<file path="config.mk">
export PLATFORM = sky130hd
export DESIGN_NAME = serial_mag_comp
export DESIGN_NICKNAME = d
export VERILOG_FILES = /design/src/rtl/serial_mag_comp_pkg.sv /design/src/rtl/serial_mag_comp_comp_digit.sv /design/src/rtl/serial_mag_comp.sv
export SDC_FILE = /design/constraint.sdc
export NUM_CORES = 1
export LEC_CHECK = 0
export ABC_CLOCK_PERIOD_IN_PS = 1900
export BUFFER_PORTS_ARGS = -buffer_cell sky130_fd_sc_hd__buf_2
export CAP_MARGIN = 15
export CORE_MARGIN = 4
export CORE_UTILIZATION = 40
export CTS_CLUSTER_DIAMETER = 200
export DETAILED_ROUTE_END_ITERATION = 7
export PLACE_DENSITY_LB_ADDON = 0.3
export SETUP_SLACK_MARGIN = 0.3
export SKIP_LAST_GASP = 1
export SLEW_MARGIN = 20
export SYNTH_ARGS = -nofsm -noshare
export SYNTH_HDL_FRONTEND = slang
export SYNTH_HIERARCHICAL = 1
export SYNTH_SLANG_ARGS = --single-unit
</file>
<file path="constraint.sdc">
create_clock -name clk -period 1.9 [get_ports clk]
set_input_delay 0.19 -clock clk [delete_from_list [all_inputs] [get_ports clk]]
set_output_delay 0.19 -clock clk [all_outputs]
set_load 0.005 [all_outputs]
</file>
<file path="src/rtl/serial_mag_comp_pkg.sv">
// Shared types and constants for the serial magnitude comparator.
package serial_mag_comp_pkg;

  localparam int unsigned DIGIT_W = 2;

  typedef enum logic {
    IDLE = 1'b0,
    RUN  = 1'b1
  } state_e;

  // One-hot verdict, bit order {agb, alb, aeb}
  typedef enum logic [2:0] {
    GT = 3'b100,
    LT = 3'b010,
    EQ = 3'b001
  } verdict_e;

  // Number of 2-bit digits in a WIDTH-bit operand
  function automatic int unsigned n_digits(input int unsigned width);
    return width / DIGIT_W;
  endfunction

endpackage

</file>
<file path="src/rtl/serial_mag_comp_comp_digit.sv">
// Combinational 2-bit unsigned comparator producing a one-hot verdict.
module comp_digit
  import serial_mag_comp_pkg::*;
(
  input  logic [DIGIT_W-1:0] a_i,
  input  logic [DIGIT_W-1:0] b_i,
  output verdict_e           verdict_c
);

  // Digit-level greater/less/equal decision
  always_comb begin
    verdict_c = EQ;
    if (a_i > b_i) begin
      verdict_c = GT;
    end else if (a_i < b_i) begin
      verdict_c = LT;
    end
  end

endmodule

</file>
<file path="src/rtl/serial_mag_comp.sv">
// Multi-cycle MSB-first magnitude comparator, two bits per clock.
// Optional build macro: EARLY_EXIT_EN -- finish on the first unequal digit.
module serial_mag_comp
  import serial_mag_comp_pkg::*;
#(
  parameter int unsigned WIDTH = 8
) (
  input  logic             clk,
  input  logic             rst,
  input  logic             start,
  input  logic [WIDTH-1:0] a,
  input  logic [WIDTH-1:0] b,
  output logic             busy,
  output logic             done,
  output logic             agb,
  output logic             alb,
  output logic             aeb
);

  localparam int unsigned N     = n_digits(WIDTH);
  localparam int unsigned CNT_W = (N > 1) ? $clog2(N) : 1;

  if (((WIDTH % 2) != 0) || (WIDTH < 2)) begin : g_bad_width
    $error("serial_mag_comp: WIDTH must be even and at least 2");
  end

  state_e           state_q, state_d;
  logic [CNT_W-1:0] cnt_q, cnt_d;
  logic [WIDTH-1:0] a_sh_q, a_sh_d;
  logic [WIDTH-1:0] b_sh_q, b_sh_d;
  verdict_e         verd_q, verd_d;
  logic             busy_q, busy_d;
  logic             done_q, done_d;
  logic [2:0]       res_q, res_d;

  verdict_e         dig_verd_c;
  verdict_e         verd_next_c;
  logic             finish_c;

  // Compare the current top digit of both shift registers
  comp_digit u_comp_digit (
    .a_i       (a_sh_q[WIDTH-1 -: DIGIT_W]),
    .b_i       (b_sh_q[WIDTH-1 -: DIGIT_W]),
    .verdict_c (dig_verd_c)
  );

  // Next-state, datapath and output decode
  always_comb begin
    state_d     = state_q;
    cnt_d       = cnt_q;
    a_sh_d      = a_sh_q;
    b_sh_d      = b_sh_q;
    verd_d      = verd_q;
    busy_d      = busy_q;
    done_d      = 1'b0;
    res_d       = res_q;
    verd_next_c = (verd_q == EQ) ? dig_verd_c : verd_q;
`ifdef EARLY_EXIT_EN
    finish_c    = (cnt_q == '0) || (verd_next_c != EQ);
`else
    finish_c    = (cnt_q == '0);
`endif

    unique case (state_q)
      IDLE: begin
        if (start) begin
          a_sh_d  = a;
          b_sh_d  = b;
          cnt_d   = CNT_W'(N - 1);
          verd_d  = EQ;
          busy_d  = 1'b1;
          state_d = RUN;
        end
      end
      RUN: begin
        verd_d = verd_next_c;
        a_sh_d = a_sh_q << DIGIT_W;
        b_sh_d = b_sh_q << DIGIT_W;
        cnt_d  = cnt_q - CNT_W'(1);
        if (finish_c) begin
          state_d = IDLE;
          busy_d  = 1'b0;
          done_d  = 1'b1;
          res_d   = verd_next_c;
        end
      end
      default: begin
        state_d = IDLE;
        busy_d  = 1'b0;
      end
    endcase
  end

  // State and datapath registers; reset aborts any scan in progress
  always_ff @(posedge clk) begin
    if (rst) begin
      state_q <= IDLE;
      cnt_q   <= '0;
      a_sh_q  <= '0;
      b_sh_q  <= '0;
      verd_q  <= EQ;
      busy_q  <= 1'b0;
      done_q  <= 1'b0;
      res_q   <= '0;
    end else begin
      state_q <= state_d;
      cnt_q   <= cnt_d;
      a_sh_q  <= a_sh_d;
      b_sh_q  <= b_sh_d;
      verd_q  <= verd_d;
      busy_q  <= busy_d;
      done_q  <= done_d;
      res_q   <= res_d;
    end
  end

  assign busy = busy_q;
  assign done = done_q;
  assign agb  = res_q[2];
  assign alb  = res_q[1];
  assign aeb  = res_q[0];

endmodule
</file>
==> flow_metrics.py, run 1 <==
metrics = {
    "status": {
        "status": "finished clean",
    },
    "yosys": {
        "synth_warnings": 6,
        "synth_cell_types": 25,
        "synth_seq_cells": 27,
        "syn_area_per_cell_um2": 9.79,
        "syn-instance-count": 123,
        "ys_seq_area_frac": 0.449,
        "syn_area_um2": 1200,
        "synth_fp_nets": 145,
        "ys_top_cells_by_area": "dfxtp_1 45%, mux2i_1 13%, a211oi_1 8.7%, nor2b_1 7.3%, nor3_1 3.3%",
        "synth_top_area_frac": 0.449,
        "synth_top_cell_by_area": "dfxtp_1",
    },
    "sta": {
        "fmax_mhz": 640,
        "tightest_slew_ns": 0.535,
        "holdWs_ns": 0.165,
        "fin_skew_ns": 0.00164,
        "drv_slew": 0,
        "min_period_ns": 1.56,
        "finalCritPeriodShare": 0.823,
        "hold_viol_final": 0,
        "tns_ns": 0,
        "relSlewSlack": 0.643,
        "finalSetupViolCount": 0,
        "rsz0062_at_grt": "true",
    },
    "global_route": {
        "grt_pass1_vias": 968,
        "grt_first_pass_wirelength_um": 4300,
        "antenna_found_initial": 0,
        "grt_max_degree": 31,
        "grt_usage": 0.131,
        "overflow": 0,
    },
    "drt": {
        "wire_per_inst_um": 13.4,
        "dr.pass1.iters": 4,
        "drcViolationCount": 0,
        "via_per_inst": 5.46,
        "wirelength_um": 2320,
        "vias": 945,
        "antenna_left": 0,
        "drt_iter0_markers": 16,
    },
    "die": {
        "fp-row-count": 19,
        "initial_core_util": 0.429,
        "core_um2": 2810,
        "die_y_um": 62.9,
        "io_pins": 24,
        "dieArea_um2": 3950,
        "fp.dieW_um": 62.9,
    },
    "cts": {
        "cts_setup_buffers": 0,
        "cts_root_buf": "clkbuf_4",
        "holdBufCountCts": 0,
        "clk_path_buf_depth": 2,
        "cts.sinks": 27,
        "cts_tree": "done",
        "insertion_delay_ns": 0.31,
        "numCtsBuffers": 3,
        "h-tree-depth": 1,
        "cts.clk_slew.worst_paths_ns": 0.14,
    },
    "final_layout": {
        "diodes": 0,
        "drive_above_1_share": 0.282,
        "layout.cells.non_filler": 173,
        "layout_common_cells": "23 x dfxtp_1, 23 x buf_2, 16 x mux2i_1",
        "fin_nets": 165,
        "areaGrowthSynthToFinish_pct": 16.0,
    },
    "place": {
        "portBuffers": 23,
        "gp_congestion": 0.724,
        "dp_hpwl_um": 1630,
        "place_inst": 169,
    },
    "setup_path": {
        "startpoint": "a_sh_q[6]",
        "r2r_slack_ns": 0.34,
        "arrival_ns": 1.78,
        "rr_endpoint": "verd_q[0]",
        "r2r_cells": 6,
        "crit_path_start_kind": "flip-flop",
        "cp-end-kind": "flip-flop",
        "path_class": "reg2reg",
        "cp_max_fo": 2,
        "reg2reg_from": "a_sh_q[6]",
        "worstPathRequired_ns": 2.12,
        "cp-endpoint": "verd_q[0]",
    },
    "worst_hold_path": {
        "hold_path_class": "in2reg",
        "hp-start": "b[1]",
    },
    "pwr": {
        "p_per_area_nw_per_um2": 803,
        "peakVddDrop_uv": 310,
        "p_leak_nw": 0.586,
    },
    "flow_run": {
        "cap_viol_max_count": 0,
    },
}
## where the power goes
part	switching [W]	internal (W)	leakage [nW]
logic	0.000123	0.000116	0.344
clock network	0.000158	0.0000787	0.0177
registers	0.0000297	0.000617	0.224
total	0.000310	0.000811	0.586
## how the worst min path moves through the flow
stage / to / slack [ns] / cells past startpoint
finish: b_sh_q[1] / 0.16 / 3
global route: a_sh_q[1] / 0.16 / 3
CTS: b_sh_q[1] / 0.15 / 3
detailed placement: res_q[0] / 0.47 / 2
global placement: cnt_q[0] / 0.46 / 1
floorplan: a_sh_q[0] / 0.39 / 2
## registers in the layout (all words and copies together) (netlist names)
name / count
a_sh_q: 8
b_sh_q: 8
busy: 1
cnt_q: 2
done: 1
res_q: 3
state_q: 1
verd_q: 3
## routing by layer
layer	vias up	track usage	routed length, um
li1	484	-	-
met1	441	0.161	1090
met2	18	0.222	1110
met3	2	0.0216	104
met4	0	0.0579	23
met5	-	0	0
## cells in the mapped netlist, drive strengths merged
library cell and count:
a2111oi 2, a211o 1, a211oi 14, a21boi 2, a21oi 3, a311oi 2, and2 2, buf 6
clkbuf 3, dfxtp 27, ha 3, inv 9, mux2i 16, nand2 1, nand2b 1, nand3b 2
nand4b 1, nor2 3, nor2b 14, nor3 8, o21ba 1, o32ai 1, or4b 1
## stage by stage
step	setup slack, ns	utilization	total power (W)	instance area (um2)
after floorplan	0.321	-	0.000814	1200
after global placement	0.289	0.473	0.000867	1330
after detailed placement	0.239	0.473	0.000875	1330
after CTS	0.307	0.494	0.00113	1390
after global routing	0.295	0.498	0.00121	1400
final	0.337	0.498	0.00112	1400
## repair_timing
action,4_1_cts,5_1_grt
setup endpoints to repair,1,2
pin swaps,4,3
gates resized for setup,6,6
endpoints found under the hold margin,0,0
## final cells by class
class | instances | area [um2]
Multi-Input combinational cell | 78 | 628
Timing Repair Buffer | 24 | 123
Clock inverter | 1 | 5.00
Sequential cell | 27 | 546
Clock buffer | 3 | 22.5
Fill cell | 282 | 1410
Inverter | 9 | 33.8
Tap cell | 31 | 38.8
## worst max-delay path, cell delays in order, from the launching register on
cell,delay (ns)
dfxtp_2,0.36
inv_2,0.04
ha_4,0.20
nand2_2,0.07
a21oi_2,0.04
or4b_1,0.46
a211o_1,0.30
## cells by family after synthesis
group,count (synthesis),synth area share
flops,27,0.449
mux,16,0.133
simple gates,33,0.162
compound gates,26,0.164
buf+inv,18,0.0603
fa+ha+maj,3,0.0312
No activity file was read; power rests on OpenSTA's default activity.
==> run 2: changes to the inputs <==
--- a/config.mk
+++ b/config.mk
@@ -5,7 +5,7 @@
 export SDC_FILE = /design/constraint.sdc
 export NUM_CORES = 1
 export LEC_CHECK = 0
-export ABC_CLOCK_PERIOD_IN_PS = 1900
+export ABC_CLOCK_PERIOD_IN_PS = 1600
 export BUFFER_PORTS_ARGS = -buffer_cell sky130_fd_sc_hd__buf_2
 export CAP_MARGIN = 15
 export CORE_MARGIN = 4
==> constraint.sdc (replaced) <==
create_clock -name clk -period 1.6 [get_ports clk]
set_input_delay 0.16 -clock clk [delete_from_list [all_inputs] [get_ports clk]]
set_output_delay 0.16 -clock clk [all_outputs]
set_load 0.005 [all_outputs]
==> run 2 against run 1 <==
Effect of this change: fmax is 2.8% higher; register-to-register slack got worse by 0.26 ns; global-route usage decreased by 0.47 points; sequential cell count unchanged; combinational power increased by 39%; count of clock-buffer cells in the layout unchanged; clock power rose by 32%; non-clock buffer count grew 3; clock skew rose by 0.0014 ns; critical path depth stayed put; sequential power up 19%; critical path type unchanged; largest cell class unchanged; largest power group unchanged.
==> flow_metrics.py, run 2 (same netlist as run 1, synthesis figures left out) <==
metrics = {
    "status": {
        "status": "finished clean",
    },
    "final_layout": {
        "fin_nets": 169,
        "diodes": 0,
        "layout_common_cells": "23 x buf_2, 22 x dfxtp_1, 16 x mux2i_1",
        "layout_commonest_cell": "buf_2",
        "areaGrowthSynthToFinish_pct": 21.3,
        "fin_util": 0.521,
        "layout.cells.non_filler": 177,
        "top_regs": "a_sh_q: 8 flops, b_sh_q: 8 flops",
        "final_area_um2": 1460,
        "drive_above_1_share": 0.342,
    },
    "cts": {
        "numCtsBuffers": 3,
        "insertion_delay_ns": 0.33,
        "cts.sinks": 27,
        "clk_path_buf_depth": 2,
        "holdBufCountCts": 0,
        "cts_tree": "done",
        "cts.clk_slew.worst_paths_ns": 0.16,
        "h-tree-depth": 1,
        "cts_root_buf": "clkbuf_4",
    },
    "worst_hold_path": {
        "worstHoldEndpoint": "b_sh_q[0]",
        "hold_path_class": "in2reg",
        "whs_path_depth": 3,
        "hp-start": "b[0]",
    },
    "pwr": {
        "p_per_area_nw_per_um2": 965,
        "p_clk_frac": 0.220,
        "seq_power_share": 0.545,
        "power_report.internal_total_w": 0.000993,
        "switching_power_w": 0.000416,
        "peakVddDrop_uv": 592,
        "p_leak_nw": 0.601,
        "p_sw_frac": 0.295,
        "pwr-share-comb": 0.234,
    },
    "sta": {
        "relSlewSlack": 0.656,
        "fmax_mhz": 658,
        "holdWs_ns": 0.102,
        "min_period_ns": 1.52,
        "finalCritPeriodShare": 0.951,
        "tns_ns": 0,
        "hold_viol_final": 0,
        "tightest_slew_ns": 0.516,
        "finalSetupViolCount": 0,
        "fin_skew_ns": 0.00300,
        "drv_slew": 0,
        "rsz0062_at_grt": "true",
    },
    "drt": {
        "drcViolationCount": 0,
        "via_per_inst": 5.44,
        "drt_iter0_markers": 11,
        "vias": 962,
        "wirelength_um": 2450,
        "dr.pass1.iters": 4,
        "wire_per_inst_um": 13.9,
        "antenna_left": 0,
    },
    "setup_path": {
        "arrival_ns": 1.76,
        "r2r_slack_ns": 0.08,
        "rr_endpoint": "verd_q[0]",
        "crit_path_start_kind": "flip-flop",
        "reg2reg_from": "b_sh_q[7]",
        "worstPathRequired_ns": 1.84,
        "path_class": "reg2reg",
        "startpoint": "b_sh_q[7]",
        "cp-end-kind": "flip-flop",
        "cp_max_fo": 2,
        "r2r_cells": 6,
    },
    "place": {
        "dp_hpwl_um": 1610,
        "place_inst": 170,
        "postPlaceCellArea_um2": 1340,
        "gp_congestion": 0.678,
        "portBuffers": 23,
    },
    "flow_run": {
        "cap_viol_max_count": 0,
    },
    "die": {
        "initial_core_util": 0.429,
        "fp.dieW_um": 62.9,
        "io_pins": 24,
        "fp-row-count": 19,
        "die_y_um": 62.9,
        "core_um2": 2810,
        "dieArea_um2": 3950,
    },
    "global_route": {
        "grt-busiest-layer": "met2",
        "grt_usage": 0.126,
        "grt_pass1_vias": 945,
        "met2_usage": 0.216,
        "groute.layer.met1.usage": 0.154,
        "overflow": 0,
        "grt_first_pass_wirelength_um": 4060,
        "grt_max_degree": 31,
        "met3_usage": 0.0252,
        "antenna_found_initial": 0,
    },
}
[run 2: cell count changes in the layout (fill, tap and decap cells not counted), sizes merged]
cell / change
buf: +3
clkinvlp: +3
clkinv: -1
inv: -1
[run 2: worst max path at each step]
| stage | endpoint | slack, ns | depth (start not counted) |
|---|---|---|---|
| 2_1_floorplan | verd_q[0] | 0.04 | 6 |
| 3_3_place_gp | verd_q[0] | 0.01 | 6 |
| 3_5_place_dp | verd_q[0] | -0.02 | 6 |
| 4_1_cts | verd_q[0] | -0.008 | 6 |
| 5_1_grt | verd_q[0] | 0.04 | 6 |
| 6_report | verd_q[0] | 0.08 | 6 |
[run 2: power by group through the flow]
stage                     clock network [W]  registers (W)  logic (W)
after floorplan                           0       0.000771   0.000199
after global placement                    0       0.000774   0.000262
after detailed placement                  0       0.000777   0.000269
after CTS                          0.000317       0.000767   0.000299
after global routing               0.000346       0.000777   0.000368
final                              0.000311       0.000768   0.000330
[run 2: metrics by stage]
step	worst slack [ns]	power, W
final	0.0791	0.00141
after global placement	0.0121	0.00104
after detailed placement	-0.0181	0.00105
after CTS	-0.00827	0.00138
after floorplan	0.0391	0.000971
after global routing	0.0389	0.00149
[run 2: worst max-delay path, stage by stage (launching register included)]
cell and delay, ns:
dfxtp_2 0.36, inv_2 0.04, ha_4 0.22, nand2_4 0.07
a21oi_2 0.03, or4b_1 0.46, a211o_1 0.26
[run 2: routing by layer]
| metal | vias to the layer above | wire (um) |
|---|---|---|
| met5 | - | 0 |
| met4 | 0 | 20 |
| met3 | 2 | 121 |
| met2 | 19 | 1170 |
| met1 | 455 | 1150 |
| li1 | 486 | - |
[run 2: final cells by class]
type                            instances  area (um2)
Tap cell                               31        38.8
Timing Repair inverter                  1        7.51
Fill cell                             276        1350
Timing Repair Buffer                   27         149
Clock buffer                            3        22.5
Inverter                                9        37.5
Clock inverter                          1        7.51
Sequential cell                        27         547
Multi-Input combinational cell         78         651
[run 2: timing repair]
| item | 4_1_cts | 5_1_grt |
|---|---|---|
| gates resized for setup | 9 | 11 |
| gates cloned | 0 | 1 |
| pin swaps | 7 | 3 |
| setup endpoints to repair | 5 | 18 |
| buffers inserted | 2 | 0 |
